<file path="src/rtl/flow_pkg.sv">
// rtl/flow_pkg.sv - shared constants and parameter legality check for the credit flow stage
package flow_pkg;

    localparam int CREDIT_WIDTH_DFLT = 8;

    function automatic bit params_ok(input int depth, input int batch,
                                     input int timeout, input int credit_width);
        bit ok;
        ok = 1'b1;
        if (depth < 2 || (depth & (depth - 1)) != 0) ok = 1'b0;
        if (batch < 1 || batch > depth) ok = 1'b0;
        if (timeout < 1) ok = 1'b0;
        // Level and credit outputs must be able to represent a completely full buffer.
        if (credit_width < 31 && (1 << credit_width) <= depth) ok = 1'b0;
        return ok;
    endfunction

endpackage

</file>
<file path="src/rtl/credit_rx_buffer_if.sv">
// rtl/credit_rx_buffer_if.sv - AXI-Stream beat bundle with master/slave views
interface credit_rx_buffer_if #(
    parameter int DATA_WIDTH = 32
);
    logic [DATA_WIDTH-1:0] tdata;
    logic                  tvalid;
    logic                  tlast;
    logic                  tready;

    modport master (output tdata, output tvalid, output tlast, input tready);
    modport slave  (input tdata, input tvalid, input tlast, output tready);
endinterface

</file>
<file path="src/rtl/sync_fifo_fwft.sv">
// rtl/sync_fifo_fwft.sv - first-word fall-through FIFO with wrap-bit pointers
module sync_fifo_fwft
    import flow_pkg::*;
#(
    parameter int WIDTH       = 33,
    parameter int DEPTH       = 16,
    parameter int LEVEL_WIDTH = 8
) (
    input  logic                   clk,
    input  logic                   rst,
    input  logic                   wr_en,
    input  logic [WIDTH-1:0]       wr_data,
    input  logic                   rd_en,
    output logic [WIDTH-1:0]       rd_data,
    output logic                   full,
    output logic                   empty,
    output logic [LEVEL_WIDTH-1:0] level
);
    localparam int AW = $clog2(DEPTH);
    localparam int PW = AW + 1;

    logic [WIDTH-1:0] mem_q [DEPTH];
    logic [PW-1:0]    wr_ptr_q, wr_ptr_d;
    logic [PW-1:0]    rd_ptr_q, rd_ptr_d;
    logic [PW-1:0]    used;
    logic             do_wr;
    logic             do_rd;

    assign full  = (wr_ptr_q[AW] != rd_ptr_q[AW]) && (wr_ptr_q[AW-1:0] == rd_ptr_q[AW-1:0]);
    assign empty = (wr_ptr_q == rd_ptr_q);
    assign do_wr = wr_en && !full;
    assign do_rd = rd_en && !empty;
    assign used  = wr_ptr_q - rd_ptr_q;
    assign level = LEVEL_WIDTH'(used);

    // Head is forced to zero while empty so the output is defined without clearing the array.
    assign rd_data = empty ? '0 : mem_q[rd_ptr_q[AW-1:0]];

    always_comb begin
        wr_ptr_d = wr_ptr_q + PW'(do_wr);
        rd_ptr_d = rd_ptr_q + PW'(do_rd);
    end

    always_ff @(posedge clk or posedge rst) begin
        if (rst) begin
            wr_ptr_q <= '0;
            rd_ptr_q <= '0;
        end else begin
            wr_ptr_q <= wr_ptr_d;
            rd_ptr_q <= rd_ptr_d;
        end
    end

    always_ff @(posedge clk) begin
        if (do_wr) mem_q[wr_ptr_q[AW-1:0]] <= wr_data;
    end
endmodule

</file>
<file path="src/rtl/credit_rx_buffer.sv">
// rtl/credit_rx_buffer.sv - receive FIFO that returns drained beats to the sender as batched credits
module credit_rx_buffer
    import flow_pkg::*;
#(
    parameter int DATA_WIDTH     = 32,
    parameter int CREDIT_WIDTH   = CREDIT_WIDTH_DFLT,
    parameter int DEPTH          = 16,
    parameter int RETURN_BATCH   = 4,
    parameter int RETURN_TIMEOUT = 32
) (
    input  logic                    clk,
    input  logic                    rst,
    credit_rx_buffer_if.slave       s_axis,
    credit_rx_buffer_if.master      m_axis,
    output logic [CREDIT_WIDTH-1:0] o_credit_add,
    output logic [CREDIT_WIDTH-1:0] o_level,
    output logic                    o_protocol_err,
    input  logic                    i_clear_err
);
    localparam int PEND_W = $clog2(RETURN_BATCH) + 1;
    localparam int TMR_W  = $clog2(RETURN_TIMEOUT) + 1;

    if (!params_ok(DEPTH, RETURN_BATCH, RETURN_TIMEOUT, CREDIT_WIDTH)) begin : g_param_check
        $error("credit_rx_buffer: illegal DEPTH/RETURN_BATCH/RETURN_TIMEOUT/CREDIT_WIDTH");
    end

    logic                    full;
    logic                    empty;
    logic                    push;
    logic                    pop;
    logic [DATA_WIDTH:0]     head;

    logic [PEND_W-1:0]       pending_q, pending_d;
    logic [TMR_W-1:0]        timer_q, timer_d;
    logic [CREDIT_WIDTH-1:0] credit_add_q, credit_add_d;
    logic                    err_q, err_d;
    logic [PEND_W-1:0]       sum;

    assign s_axis.tready = !full;
    assign m_axis.tvalid = !empty;
    assign m_axis.tdata  = head[DATA_WIDTH-1:0];
    assign m_axis.tlast  = head[DATA_WIDTH];
    assign push          = s_axis.tvalid && !full;
    assign pop           = !empty && m_axis.tready;

    sync_fifo_fwft #(
        .WIDTH       (DATA_WIDTH + 1),
        .DEPTH       (DEPTH),
        .LEVEL_WIDTH (CREDIT_WIDTH)
    ) u_fifo (
        .clk     (clk),
        .rst     (rst),
        .wr_en   (push),
        .wr_data ({s_axis.tlast, s_axis.tdata}),
        .rd_en   (pop),
        .rd_data (head),
        .full    (full),
        .empty   (empty),
        .level   (o_level)
    );

    // Credits accumulate per pop and flush either as a full batch or once the oldest one has aged out.
    always_comb begin
        sum          = pending_q + PEND_W'(pop);
        pending_d    = sum;
        timer_d      = '0;
        credit_add_d = '0;
        if (sum >= PEND_W'(RETURN_BATCH) ||
            (sum != '0 && timer_q == TMR_W'(RETURN_TIMEOUT - 1))) begin
            credit_add_d = CREDIT_WIDTH'(sum);
            pending_d    = '0;
        end else if (sum != '0) begin
            timer_d = timer_q + 1'b1;
        end
        err_d = (s_axis.tvalid && full) || (err_q && !i_clear_err);
    end

    always_ff @(posedge clk or posedge rst) begin
        if (rst) begin
            pending_q    <= '0;
            timer_q      <= '0;
            credit_add_q <= '0;
            err_q        <= 1'b0;
        end else begin
            pending_q    <= pending_d;
            timer_q      <= timer_d;
            credit_add_q <= credit_add_d;
            err_q        <= err_d;
        end
    end

    assign o_credit_add   = credit_add_q;
    assign o_protocol_err = err_q;
endmodule

</file>
<file path="src/flat_wrapper.sv">
// flat-port wrapper written by rule: the top's interface ports become plain ports
module credit_rx_buffer_flat import flow_pkg::*;
#(
    parameter int DATA_WIDTH     = 32,
    parameter int CREDIT_WIDTH   = CREDIT_WIDTH_DFLT,
    parameter int DEPTH          = 16,
    parameter int RETURN_BATCH   = 4,
    parameter int RETURN_TIMEOUT = 32
)
  (clk, rst, o_credit_add, o_level, o_protocol_err, i_clear_err, s_axis_tdata, s_axis_tvalid, s_axis_tlast, s_axis_tready, m_axis_tdata, m_axis_tvalid, m_axis_tlast, m_axis_tready);
  credit_rx_buffer_if #(.DATA_WIDTH(DATA_WIDTH)) s_axis_i ();
  credit_rx_buffer_if #(.DATA_WIDTH(DATA_WIDTH)) m_axis_i ();
  input  logic clk;
  input  logic rst;
  output logic [CREDIT_WIDTH-1:0] o_credit_add;
  output logic [CREDIT_WIDTH-1:0] o_level;
  output logic o_protocol_err;
  input  logic i_clear_err;
  input wire logic [$bits(s_axis_i.tdata)-1:0] s_axis_tdata;
  input wire logic [$bits(s_axis_i.tvalid)-1:0] s_axis_tvalid;
  input wire logic [$bits(s_axis_i.tlast)-1:0] s_axis_tlast;
  output wire logic [$bits(s_axis_i.tready)-1:0] s_axis_tready;
  output wire logic [$bits(m_axis_i.tdata)-1:0] m_axis_tdata;
  output wire logic [$bits(m_axis_i.tvalid)-1:0] m_axis_tvalid;
  output wire logic [$bits(m_axis_i.tlast)-1:0] m_axis_tlast;
  input wire logic [$bits(m_axis_i.tready)-1:0] m_axis_tready;
  assign s_axis_i.tdata = s_axis_tdata;
  assign s_axis_i.tvalid = s_axis_tvalid;
  assign s_axis_i.tlast = s_axis_tlast;
  assign s_axis_tready = s_axis_i.tready;
  assign m_axis_tdata = m_axis_i.tdata;
  assign m_axis_tvalid = m_axis_i.tvalid;
  assign m_axis_tlast = m_axis_i.tlast;
  assign m_axis_i.tready = m_axis_tready;
  credit_rx_buffer #(.DATA_WIDTH(DATA_WIDTH), .CREDIT_WIDTH(CREDIT_WIDTH), .DEPTH(DEPTH), .RETURN_BATCH(RETURN_BATCH), .RETURN_TIMEOUT(RETURN_TIMEOUT)) u_core (.clk(clk), .rst(rst), .s_axis(s_axis_i), .m_axis(m_axis_i), .o_credit_add(o_credit_add), .o_level(o_level), .o_protocol_err(o_protocol_err), .i_clear_err(i_clear_err));
endmodule
</file>
<file path="config.mk">
export PLATFORM = sky130hd
export DESIGN_NAME = credit_rx_buffer_flat
export DESIGN_NICKNAME = d
export VERILOG_FILES = /design/src/rtl/flow_pkg.sv /design/src/rtl/credit_rx_buffer_if.sv /design/src/rtl/sync_fifo_fwft.sv /design/src/rtl/credit_rx_buffer.sv /design/src/flat_wrapper.sv
export SDC_FILE = /design/constraint.sdc
export NUM_CORES = 1
export LEC_CHECK = 0
export CORE_ASPECT_RATIO = 0.75
export CORE_MARGIN = 2
export CORE_UTILIZATION = 26
export CTS_CLUSTER_DIAMETER = 50
export DETAILED_ROUTE_END_ITERATION = 12
export PLACE_DENSITY = 0.37
export SYNTH_ARGS = -nofsm -noshare
export SYNTH_HDL_FRONTEND = slang
export SYNTH_SLANG_ARGS = --single-unit
</file>
<file path="constraint.sdc">
create_clock -name clk -period 8.1 [get_ports clk]
set_clock_uncertainty 0.05 [all_clocks]
set_input_delay 2.43 -clock clk [delete_from_list [all_inputs] [get_ports clk]]
set_output_delay 2.43 -clock clk [all_outputs]
set_load 0.02 [all_outputs]
</file>
Word-level counts from Yosys, hierarchy flattened:

Memory sizes are Yosys's and may differ from the RTL's.
Index checks and enable logic that the tools add are counted.

* memories kept: 1
* bits in registers: 23
* RAM bits: 528
* bits in latches: 0
* bits in read-only memories: 0
* logic and storage cells: 38

Memory list
* u_core.u_fifo.mem_q: depth 16, width 33, rd ports 1, clocked after Yosys merged registers in 0, write ports 1, line sync_fifo_fwft.sv:22 `logic [WIDTH-1:0] mem_q [DEPTH];`

* muxes and demuxes: 7
* bitwise operators: 0
* add/sub/neg operators: 5
* equal/unequal tests: 4
* multipliers: 0
* order comparisons: 1
* divide/modulo/power cells: 0
* reduce and logical (&&, ||, !) cells: 14
* shift operators: 0

Operators by type and width (number)
* $mux W33: 1
* $mux W6: 2
* $add A5 B1 Y5: 2
* $logic_and A1 B1 Y1: 8
* $add A6 B1 Y6 const B: 1
* $eq A6 B5 Y1 const B: 1
* $mux W3: 2
* $eq A5 B5 Y1: 1
* $sub A5 B5 Y5: 1
* $eq A4 B4 Y1: 1
* $add A3 B1 Y3: 1
* $ge A3 B3 Y1 const B: 1
* $logic_not A1 Y1: 3
* $reduce_bool A3 Y1: 1
* $logic_or A1 B1 Y1: 2
* $mux W1: 2
* $ne A1 B1 Y1: 1

Logic depth before layout (Yosys ltp):

Gate-level depths: netlist of the first run.

* word-level depth: 8
* gate-level depth with buffers: 14
* mapped depth without buffers: 11

Cells and area by module:

Synthesis of the first run repeated with hierarchy kept, for this count alone.

* cells, all modules: 1018
* area total of the unflattened synthesis: 21879.7 um^2

By module, submodules not included
* sync_fifo_fwft: times used 1, cells an instance 960, sequential area each 16105.4 um^2, area an instance 21284.2 um^2
* credit_rx_buffer: times used 1, cells an instance 58, sequential area each 325.3 um^2, area an instance 595.6 um^2

Least setup slack after synthesis of the first run:

Ideal clock, no wire load.

* kind: input to register
* start: input s_axis_tvalid
* end: memory u_core.u_fifo.mem_q[0][0] (enable)
* data required time: 7.586 ns
* slack: 2.372 ns
* cell stages on the path: 3
* arrival: 5.213 ns
* cell sequence: o21ai_0 -> or3_1 -> nor3_1

* longest elaborated chain between the ends: 4

Ends and longest elaborated chain
* start, declared: line flat_wrapper.sv:20 `input wire logic [$bits(s_axis_i.tvalid)-1:0] s_axis_tvalid;`
* $logic_and A1 B1 Y1: line credit_rx_buffer.sv:43 `assign push = s_axis.tvalid && !full;`
* $logic_and A1 B1 Y1: line sync_fifo_fwft.sv:31 `assign do_wr = wr_en && !full;`
* $mux W1: line sync_fifo_fwft.sv:55 `if (do_wr) mem_q[wr_ptr_q[AW-1:0]] <= wr_data;`
* $mux W1 (implied by the code): line sync_fifo_fwft.sv:55
* end, declared: line sync_fifo_fwft.sv:22

No other way between the ends.

Final worst setup path of the first run:

* start: register u_core.u_fifo.rd_ptr_q[3]
* end: output m_axis_tdata[13]

* longest elaborated chain between the ends: 2
* elaborated cells between the ends (all ways): 3
* classes of those cells: eq/ne: 1; mux: 1; memory: 1

Ends and longest elaborated chain
* start, declared: line sync_fifo_fwft.sv:24 `logic [PW-1:0] rd_ptr_q, rd_ptr_d;`
* start signal, assigned: line sync_fifo_fwft.sv:50 `rd_ptr_q <= rd_ptr_d;`
* $mem_v2 Z16 W33 / $eq A5 B5 Y1 (equally long branches)
* $mux W33 *: line sync_fifo_fwft.sv:37 `assign rd_data = empty ? '0 : mem_q[rd_ptr_q[AW-1:0]];`
* end, declared: line flat_wrapper.sv:23 `output wire logic [$bits(m_axis_i.tdata)-1:0] m_axis_tdata;`

Mark *: on every way between the ends. The rest lies on a longest branch, timed or not.

==> results of run 1 <==
==> synth_stat cells, types with 4 or more instances <==
cell type	number	area share [%]
sky130_fd_sc_hd__ha_1	11	0.64
sky130_fd_sc_hd__a21oi_1	4	0.094
sky130_fd_sc_hd__nand2_1	6	0.11
sky130_fd_sc_hd__nor3_1	4	0.094
sky130_fd_sc_hd__buf_6	15	0.79
sky130_fd_sc_hd__o22ai_1	33	0.96
sky130_fd_sc_hd__xor2_1	5	0.20
sky130_fd_sc_hd__nand3_1	6	0.14
sky130_fd_sc_hd__clkbuf_1	12	0.21
sky130_fd_sc_hd__inv_1	15	0.26
sky130_fd_sc_hd__buf_4	8	0.28
sky130_fd_sc_hd__edfxtp_1	528	74
sky130_fd_sc_hd__and2_1	4	0.12
sky130_fd_sc_hd__buf_2	15	0.35
sky130_fd_sc_hd__xnor2_1	10	0.41
sky130_fd_sc_hd__mux2i_1	64	3.0
sky130_fd_sc_hd__mux4_1	9	1.1
sky130_fd_sc_hd__or3_1	6	0.18
sky130_fd_sc_hd__dfrtp_1	23	2.7
sky130_fd_sc_hd__nor2_1	22	0.39
sky130_fd_sc_hd__mux4_2	124	13
==> per-stage QoR <==
| stage | util, % | cell area [µm²] | setup WS (ns) | hold WS (ns) | power, µW |
|---|---|---|---|---|---|
| global placement | 28.7 | 23500 | 1.86 | 0.403 | 7000 |
| floorplan | - | 21400 | 2.37 | 0.383 | 5710 |
| finish | 31.2 | 25500 | 1.34 | 0.420 | 9610 |
| detailed placement | 28.7 | 23500 | 1.80 | 0.418 | 6980 |
| CTS | 31.2 | 25500 | 1.12 | 0.426 | 9850 |
| global route | 31.2 | 25500 | 1.09 | 0.463 | 10100 |
==> where the power goes <==
part           internal, µW  leakage [µW]  switching, µW  total, µW
Clock                  1690       0.00100           1130       2820
Sequential             3450       0.00506            137       3580
Combinational          1430       0.00214           1780       3210
==> cell usage in the layout, fill, tap and decap left out, types with 11 or more instances in the layout <==
cell type	netlist	final
sky130_fd_sc_hd__clkdlybuf4s50_1	0	81
sky130_fd_sc_hd__edfxtp_1	528	528
sky130_fd_sc_hd__clkbuf_1	12	16
sky130_fd_sc_hd__buf_4	8	22
sky130_fd_sc_hd__ha_1	11	11
sky130_fd_sc_hd__o22ai_1	33	33
sky130_fd_sc_hd__mux4_2	124	124
sky130_fd_sc_hd__inv_1	15	14
sky130_fd_sc_hd__nor2_4	0	12
sky130_fd_sc_hd__mux2i_1	64	64
sky130_fd_sc_hd__clkbuf_16	0	63
sky130_fd_sc_hd__dfrtp_1	23	21
==> layout make-up <==
type,count,area (µm²),share of cell area (%)
sequential,551,16400,64.4
multi-input combinational,331,4640,18.2
clock buffer,84,1710,6.68
tap,1069,1340,5.24
timing repair buffer,105,1020,3.98
clock inverter,30,329,1.29
inverter,15,58.8,0.230
==> routing by layer <==
layer	vias up	part of all wire [%]	wire length, µm	GRT usage, %
met1	5213	49	25600	18.0
met2	140	47	24700	19.8
met3	67	3.0	1570	2.24
met4	4	1.7	888	3.19
li1	4193	-	-	-
met5	-	0.045	24	0
==> worst max-delay path: cells and delay by family (launching register included) <==
family          cells  cell delay (ns)
buf+inv             3             1.50
flops               1             0.48
simple gates        3             0.90
compound gates      1             0.36
fa+ha+maj           1             0.37
==> worst paths after layout <==
kind | startpoint | to | slack, ns | depth (start not counted)
min | u_core.timer_q[0] | u_core.timer_q[0] | 0.42 | 1
max | u_core.u_fifo.rd_ptr_q[3] | m_axis_tdata[13] | 1.34 | 8
min in group asynchronous | rst | u_core.u_fifo.rd_ptr_q[1] | 2.28 | 2
min reg2reg | u_core.timer_q[0] | u_core.timer_q[0] | 0.42 | 1
max in group asynchronous | rst | u_core.u_fifo.rd_ptr_q[0] | 5.04 | 2
max reg2reg | u_core.u_fifo.rd_ptr_q[3] | u_core.u_fifo.mem_q[8][11] | 4.29 | 7
==> flip-flops by register name, indices dropped and copies added (netlist names) <==
name / flops
u_core.u_fifo.wr_ptr_q: 5
u_core.u_fifo.mem_q: 528
u_core.timer_q: 6
u_core.o_protocol_err: 1
u_core.o_credit_add: 3
u_core.pending_q: 3
u_core.u_fifo.rd_ptr_q: 5
==> logic make-up (layout without fill, tap and decap cells) <==
| family | Yosys count | after routing | synth area share (%) |
|---|---|---|---|
| DFF | 551 | 551 | 76.8 |
| muxes | 198 | 198 | 17.2 |
| buffers and inverters | 70 | 234 | 2.20 |
| and+or+nand+nor | 56 | 56 | 1.27 |
| AOI/OAI and AO/OA | 41 | 41 | 1.19 |
| xor gates and xnor gates | 15 | 15 | 0.614 |
| adders and majority gates | 12 | 12 | 0.737 |
| other | 1 | 9 | 0.0175 |
==> results.py, run 1 <==
metrics = {
    "route": {
        "detailedRoute.firstPassIterationCount": 4,
        "route.vias.total": 9617,
        "detail_route.wl_per_cell_um": 24.1,
        "drt_drc_violations_left": 0,
        "drt-initial-drc-count": 642,
        "wl_mm": 52.8,
        "detail-route-antenna-nets": 0,
        "detail_route.vias_per_cell": 4.40,
    },
    "place": {
        "place_congestion": 0.673,
        "hpwlAfterDp_mm": 26.9,
        "port-buffer-count": 81,
        "post-place-cells": 2071,
    },
    "setup_path": {
        "criticalPathCategory": "flop to primary output",
        "cpPeakStageDelay_ns": 0.67,
        "critPathLaunchType": "flop",
        "cp-end-kind": "primary output",
        "timing.critical_path.fanout_max": 21,
        "cp_slowest_cell": "sky130_fd_sc_hd__clkdlybuf4s50_1",
        "critical_path_required_ns": 5.62,
        "critPathArrivalTime_ns": 4.28,
        "worstPathCellList": "inv_4, ha_1, and4_1, nand2_1, nand2_2, buf_4, o22ai_1, clkdlybuf4s50_1",
    },
    "timing": {
        "achievable-frequency_mhz": 148,
        "period_minus_slack_ns": 6.76,
        "finalSetupViolations": 0,
        "hold_viol": 0,
        "rsz0062_at_grt": "false",
        "setup_total_negative_slack_ns": 0,
        "final_worst_path_cycle_share_pct": 83.4,
        "worst_pin_slew_ns": 1.16,
        "slew_viol_final": 0,
        "maxSlewHeadroom_pct": 22.5,
    },
    "worst_hold_path": {
        "worstHoldPathType": "flop to flop",
    },
    "cells_and_area": {
        "antenna_fix_cells": 0,
        "nNetsFinal": 1115,
        "num-fill-cells": 7773,
        "stdcell_count": 2185,
        "area_growth_syn_to_layout_pct": 19.3,
        "layout-drive-gt1-share_pct": 23.1,
    },
    "grt": {
        "grt.total_usage_pct": 12.6,
        "grt_pass1_wl_mm": 76.2,
        "grt_overflow_total": 0,
        "grt_max_degree": 135,
        "grt_antenna_before_repair": 2,
        "number_of_global_route_vias_before_repair": 10500,
    },
    "yosys": {
        "mappedNetlistArea_um2": 21400,
        "dominantRegCellSynth": "sky130_fd_sc_hd__edfxtp_1",
        "synth.yosys.seq_area_share_pct": 76.8,
        "synth_async_sr_flop_share_pct": 4.17,
        "syn-instance-count": 944,
        "post_synth_num_cell_types": 36,
        "synth_warnings": 0,
        "synth-edff-count": 528,
        "synth.ff_latch_count": 551,
        "avgSynthCellArea_um2": 22.7,
    },
    "floorplanning": {
        "std_cell_rows": 91,
        "die_y_extent_um": 252,
        "die_width_um": 335,
        "start_util_pct": 26.1,
        "design.core.area_um2": 81900,
        "design.portCount": 90,
        "die-area_um2": 84600,
    },
    "clock_network": {
        "cts_tree": "done",
        "htreeDepth": 2,
        "max-clock-path-buffers": 3,
        "cts.reportedPaths.clkPinSlew_ns": 0.06,
        "tritoncts_buffers": 61,
        "hold_buffers": 0,
        "postCtsSetupBuffers": 0,
        "cts.sinks": 551,
        "clock_insertion_delay_worst_skew_ns": 0.61,
        "cts_root_buffer": "sky130_fd_sc_hd__clkbuf_16",
        "cts.repair.resized": 0,
    },
    "job": {
        "maxCapViolations": 0,
    },
    "run_status": {
        "run_status": "finished clean",
    },
    "power": {
        "vdd_drop_max_mv": 0.286,
        "power_density_nw_per_um2": 377,
        "p_leak_uw": 0.00820,
    },
}
No activity file was read; power rests on OpenSTA's default activity.
==> run 2: changes to the inputs <==
Settings changed: PLACE_DENSITY 0.37 to 0.38.
Clock period 8.1 ns to 6 ns, I/O delays scaled along.
==> results.py, run 2 (same netlist as run 1, synthesis figures left out) <==
metrics = {
    "timing": {
        "worst_pin_slew_ns": 1.05,
        "final_worst_path_cycle_share_pct": 94.8,
        "achievable-frequency_mhz": 176,
        "period_minus_slack_ns": 5.69,
        "rsz0062_at_grt": "false",
        "layout_setup_ws_ns": 0.315,
        "hold_viol": 0,
        "maxSlewHeadroom_pct": 30.1,
        "slew_viol_final": 0,
        "finalSetupViolations": 0,
        "setup_total_negative_slack_ns": 0,
    },
    "clock_network": {
        "tritoncts_buffers": 60,
        "cts.repair.resized": 0,
        "cts_root_buffer": "sky130_fd_sc_hd__clkbuf_16",
        "cts.reportedPaths.clkPinSlew_ns": 0.06,
        "cts.sinks": 551,
        "cts_tree": "done",
        "htreeDepth": 2,
        "hold_buffers": 0,
        "clock_insertion_delay_worst_skew_ns": 0.62,
        "max-clock-path-buffers": 3,
        "postCtsSetupBuffers": 0,
    },
    "route": {
        "drt-initial-drc-count": 633,
        "drt_drc_violations_left": 0,
        "detailedRoute.firstPassIterationCount": 5,
        "wl_mm": 52.5,
        "detail_route.vias_per_cell": 4.45,
        "detail-route-antenna-nets": 0,
        "route.vias.total": 9754,
        "detail_route.wl_per_cell_um": 24.0,
    },
    "grt": {
        "grt.total_usage_pct": 12.5,
        "grt_pass1_wl_mm": 76.2,
        "grt_max_degree": 135,
        "number_of_global_route_vias_before_repair": 10300,
        "grt_antenna_before_repair": 2,
        "grt_overflow_total": 0,
    },
    "floorplanning": {
        "die_y_extent_um": 252,
        "start_util_pct": 26.1,
        "die-area_um2": 84600,
        "design.core.area_um2": 81900,
        "die_width_um": 335,
        "design.portCount": 90,
        "std_cell_rows": 91,
    },
    "place": {
        "hpwlAfterDp_mm": 28.1,
        "port-buffer-count": 81,
        "dpl_worst_slack_ns": 0.846,
        "place_congestion": 0.675,
    },
    "cells_and_area": {
        "nNetsFinal": 1124,
        "layout-drive-gt1-share_pct": 23.4,
        "antenna_fix_cells": 0,
        "most-common-layout-cells": "528 x sky130_fd_sc_hd__edfxtp_1, 124 x sky130_fd_sc_hd__mux4_2, 81 x sky130_fd_sc_hd__clkdlybuf4s50_1",
        "area_growth_syn_to_layout_pct": 19.1,
        "layout.cells.most_common": "sky130_fd_sc_hd__edfxtp_1",
        "largest_register_ff_count": 528,
    },
    "setup_path": {
        "timing.critical_path.fanout_max": 14,
        "critPathLaunchType": "flop",
        "critical_path_required_ns": 4.15,
        "critPathArrivalTime_ns": 3.84,
        "cp-end-kind": "primary output",
        "criticalPathCategory": "flop to primary output",
    },
    "run_status": {
        "run_status": "finished clean",
    },
    "power": {
        "p_leak_uw": 0.00816,
        "total_power_uw": 12700,
        "vdd_drop_max_mv": 0.448,
        "power_density_nw_per_um2": 500,
    },
    "job": {
        "maxCapViolations": 0,
    },
    "worst_hold_path": {
        "worstHoldPathType": "flop to flop",
    },
}
==> run 2: cell count changes in the layout (fill, tap and decap cells not counted), moves of 5 or more <==
cell / before / now
sky130_fd_sc_hd__clkbuf_1: 16 / 10
sky130_fd_sc_hd__buf_12: 2 / 9
sky130_fd_sc_hd__clkbuf_8: 5 / 0
sky130_fd_sc_hd__bufinv_16: 7 / 2
sky130_fd_sc_hd__clkinv_1: 10 / 18
==> run 2: power breakdown <==
| part | switching, µW | internal (µW) |
|---|---|---|
| logic | 2500 | 1980 |
| registers | 130 | 4650 |
| clock network | 1530 | 1940 |
==> run 2: path summary, 6_finish.rpt <==
kind / endpoint / from / cells past startpoint / slack (ns)
max in group asynchronous: u_core.u_fifo.rd_ptr_q[0] / rst / 2 / 3.56
worst min register to register: u_core.timer_q[0] / u_core.timer_q[0] / 1 / 0.41
worst max register to register: u_core.u_fifo.mem_q[5][24] / u_core.u_fifo.wr_ptr_q[2] / 6 / 2.79
worst max-delay path: m_axis_tdata[3] / u_core.u_fifo.wr_ptr_q[2] / 7 / 0.31
worst min-delay path: u_core.timer_q[0] / u_core.timer_q[0] / 1 / 0.41
min in group asynchronous: u_core.o_credit_add[1] / rst / 2 / 1.64
==> run 2: area by class of cell <==
| type | instances | area [µm²] |
|---|---|---|
| inverter | 15 | 58.8 |
| fill | 7826 | 56400 |
| clock buffer | 71 | 1560 |
| clock inverter | 40 | 268 |
| timing repair buffer | 115 | 1180 |
| multi-input combinational | 331 | 4640 |
| sequential | 551 | 16400 |
| tap | 1069 | 1340 |
==> run 2: through the flow <==
stage,instances,utilization (%),instance area (µm²),hold WS [ns]
floorplan,952,-,21400,0.383
global placement,2081,28.9,23700,0.401
detailed placement,2081,28.9,23700,0.412
CTS,2192,31.1,25500,0.420
global route,2192,31.1,25500,0.445
finish,2192,31.1,25500,0.411
==> run 2: worst max-delay path, cell delays in order (launching register included) <==
cell	delay, ns
sky130_fd_sc_hd__dfrtp_1	0.59
sky130_fd_sc_hd__ha_1	0.36
sky130_fd_sc_hd__and4_1	0.23
sky130_fd_sc_hd__nand2_1	0.21
sky130_fd_sc_hd__nand2_2	0.43
sky130_fd_sc_hd__buf_4	0.37
sky130_fd_sc_hd__o22ai_1	0.31
sky130_fd_sc_hd__clkdlybuf4s50_1	0.67
==> run 2: per-layer routing <==
layer / up-vias / global-route usage (%) / wire length (µm)
met4: 4 / 3.14 / 976
met1: 5306 / 18.4 / 25600
met2: 157 / 19.1 / 24000
li1: 4216 / - / -
met5: - / 0 / 25
met3: 71 / 2.27 / 1960
==> run 3: changes to the inputs <==
Settings changed: PLACE_DENSITY 0.38 to 0.42.
==> results.py, run 3 (same netlist as run 1, synthesis figures left out) <==
metrics = {
    "route": {
        "route.vias.total": 9591,
        "detailedRoute.firstPassIterationCount": 5,
        "drt-initial-drc-count": 682,
        "detail_route.wl_per_cell_um": 23.9,
        "wl_mm": 52.0,
        "drt_drc_violations_left": 0,
        "detail-route-antenna-nets": 0,
        "detail_route.vias_per_cell": 4.41,
    },
    "setup_path": {
        "critPathLaunchType": "flop",
        "worst-path-buf-inv": 2,
        "criticalPathCategory": "flop to primary output",
        "r2r-end": "u_core.u_fifo.mem_q[12][0]",
        "cpPeakStageDelay_ns": 0.68,
        "setup.reg_to_reg.worst_slack_ns": 2.70,
        "timing.critical_path.fanout_max": 18,
        "critPathArrivalTime_ns": 3.87,
        "cp_slowest_cell": "sky130_fd_sc_hd__clkdlybuf4s50_1",
        "critical_path_required_ns": 4.15,
        "worstPathCellList": "ha_1, and4_1, nand2_1, nand2_2, buf_12, o22ai_1, clkdlybuf4s50_1",
        "critPathCapture": "m_axis_tdata[14]",
        "reg2reg_from": "u_core.u_fifo.wr_ptr_q[2]",
        "timing.reg2reg.worst_path_depth": 6,
        "cp-end-kind": "primary output",
        "critical-path-top-delay-family": "buffers and inverters",
        "critical_path.startpoint": "u_core.u_fifo.wr_ptr_q[2]",
        "worstSetupPathDepth": 7,
    },
    "power": {
        "clock_power_share_pct": 26.5,
        "p_sw_share_pct": 32.5,
        "sequentialPowerShare_pct": 38.1,
        "power.share.combinational_pct": 35.3,
        "p_leak_uw": 0.00808,
        "vdd_drop_max_mv": 0.324,
        "power_density_nw_per_um2": 498,
        "cell_internal_pwr_uw": 8500,
        "power_switching_uw": 4100,
    },
    "place": {
        "hpwlAfterDp_mm": 26.7,
        "port-buffer-count": 81,
        "place_congestion": 0.707,
        "post-place-cells": 2075,
    },
    "grt": {
        "grt.met2_usage_pct": 19.0,
        "grtUsageMet1_pct": 17.5,
        "busiest_layer": "met2",
        "grt_antenna_before_repair": 2,
        "grt_overflow_total": 0,
        "number_of_global_route_vias_before_repair": 10300,
        "grt_pass1_wl_mm": 74.4,
        "groute.layer.met3.usage_pct": 2.93,
        "grt_max_degree": 135,
        "grt.total_usage_pct": 12.3,
    },
    "timing": {
        "maxSlewHeadroom_pct": 34.3,
        "achievable-frequency_mhz": 175,
        "worst_pin_slew_ns": 0.984,
        "hold_viol": 0,
        "slew_viol_final": 0,
        "period_minus_slack_ns": 5.72,
        "finalSetupViolations": 0,
        "rsz0062_at_grt": "false",
        "whs_ns": 0.411,
        "setup_total_negative_slack_ns": 0,
        "final_worst_path_cycle_share_pct": 95.3,
    },
    "clock_network": {
        "postCtsSetupBuffers": 0,
        "cts_tree": "done",
        "cts_root_buffer": "sky130_fd_sc_hd__clkbuf_16",
        "tritoncts_buffers": 57,
        "clock_insertion_delay_worst_skew_ns": 0.62,
        "cts.sinks": 551,
        "hold_buffers": 0,
        "cts.reportedPaths.clkPinSlew_ns": 0.06,
        "max-clock-path-buffers": 3,
        "cts.repair.resized": 0,
        "htreeDepth": 2,
    },
    "worst_hold_path": {
        "worstHoldPathType": "flop to flop",
    },
    "cells_and_area": {
        "stdcell_count": 2177,
        "most-common-layout-cells": "528 x sky130_fd_sc_hd__edfxtp_1, 124 x sky130_fd_sc_hd__mux4_2, 81 x sky130_fd_sc_hd__clkdlybuf4s50_1",
        "largest_register_ff_count": 528,
        "num-fill-cells": 7796,
        "antenna_fix_cells": 0,
        "layout.cells.most_common": "sky130_fd_sc_hd__edfxtp_1",
        "layout-drive-gt1-share_pct": 22.3,
        "nNetsFinal": 1115,
        "area_growth_syn_to_layout_pct": 18.2,
    },
    "floorplanning": {
        "die-area_um2": 84600,
        "die_width_um": 335,
        "die_y_extent_um": 252,
        "design.portCount": 90,
        "start_util_pct": 26.1,
        "design.core.area_um2": 81900,
        "std_cell_rows": 91,
    },
    "job": {
        "maxCapViolations": 0,
    },
    "run_status": {
        "run_status": "finished clean",
    },
}
==> run 3: metrics by stage <==
stage / cell area (µm²) / setup slack (ns) / util, % / power [µW]
after detailed placement: 23600 / 0.807 / 28.8 / 9490
after global placement: 23600 / 0.847 / 28.8 / 9490
final: 25300 / 0.283 / 30.9 / 12600
after CTS: 25300 / 0.104 / 30.9 / 12900
after floorplan: 21400 / 0.902 / - / 7710
after global routing: 25300 / 0.0590 / 30.9 / 13300
==> run 3: area by class of cell <==
class / count / area, µm² / area share [%]
clock buffer: 71 / 1480 / 5.85
multi-input combinational: 331 / 4640 / 18.4
sequential: 551 / 16400 / 65.0
timing repair buffer: 109 / 1080 / 4.29
clock inverter: 31 / 245 / 0.970
tap: 1069 / 1340 / 5.29
inverter: 15 / 58.8 / 0.233
==> run 3: power by group through the flow <==
| stage | Sequential [µW] | Combinational, µW | Clock, µW |
|---|---|---|---|
| floorplan | 4820 | 2890 | 0 |
| global placement | 4870 | 4620 | 0 |
| detailed placement | 4890 | 4600 | 0 |
| CTS | 4810 | 4620 | 3460 |
| global route | 4840 | 4800 | 3620 |
| finish | 4800 | 4450 | 3340 |
==> run 3: how the worst min path moves through the flow <==
| stage | from | end | slack (ns) | cells after the start |
|---|---|---|---|---|
| after global routing | u_core.timer_q[0] | u_core.timer_q[0] | 0.43 | 1 |
| after floorplan | u_core.timer_q[0] | u_core.timer_q[0] | 0.38 | 1 |
| after CTS | u_core.timer_q[0] | u_core.timer_q[0] | 0.41 | 1 |
| after detailed placement | u_core.timer_q[0] | u_core.timer_q[0] | 0.41 | 1 |
| after global placement | u_core.timer_q[0] | u_core.timer_q[0] | 0.40 | 1 |
| final | u_core.timer_q[0] | u_core.timer_q[0] | 0.41 | 1 |
==> run 3: per-layer routing <==
| layer | part of all wire, % | wire (µm) |
|---|---|---|
| met5 | 0.044 | 23 |
| met1 | 47 | 24600 |
| met4 | 1.4 | 752 |
| met3 | 4.9 | 2530 |
| met2 | 46 | 24000 |
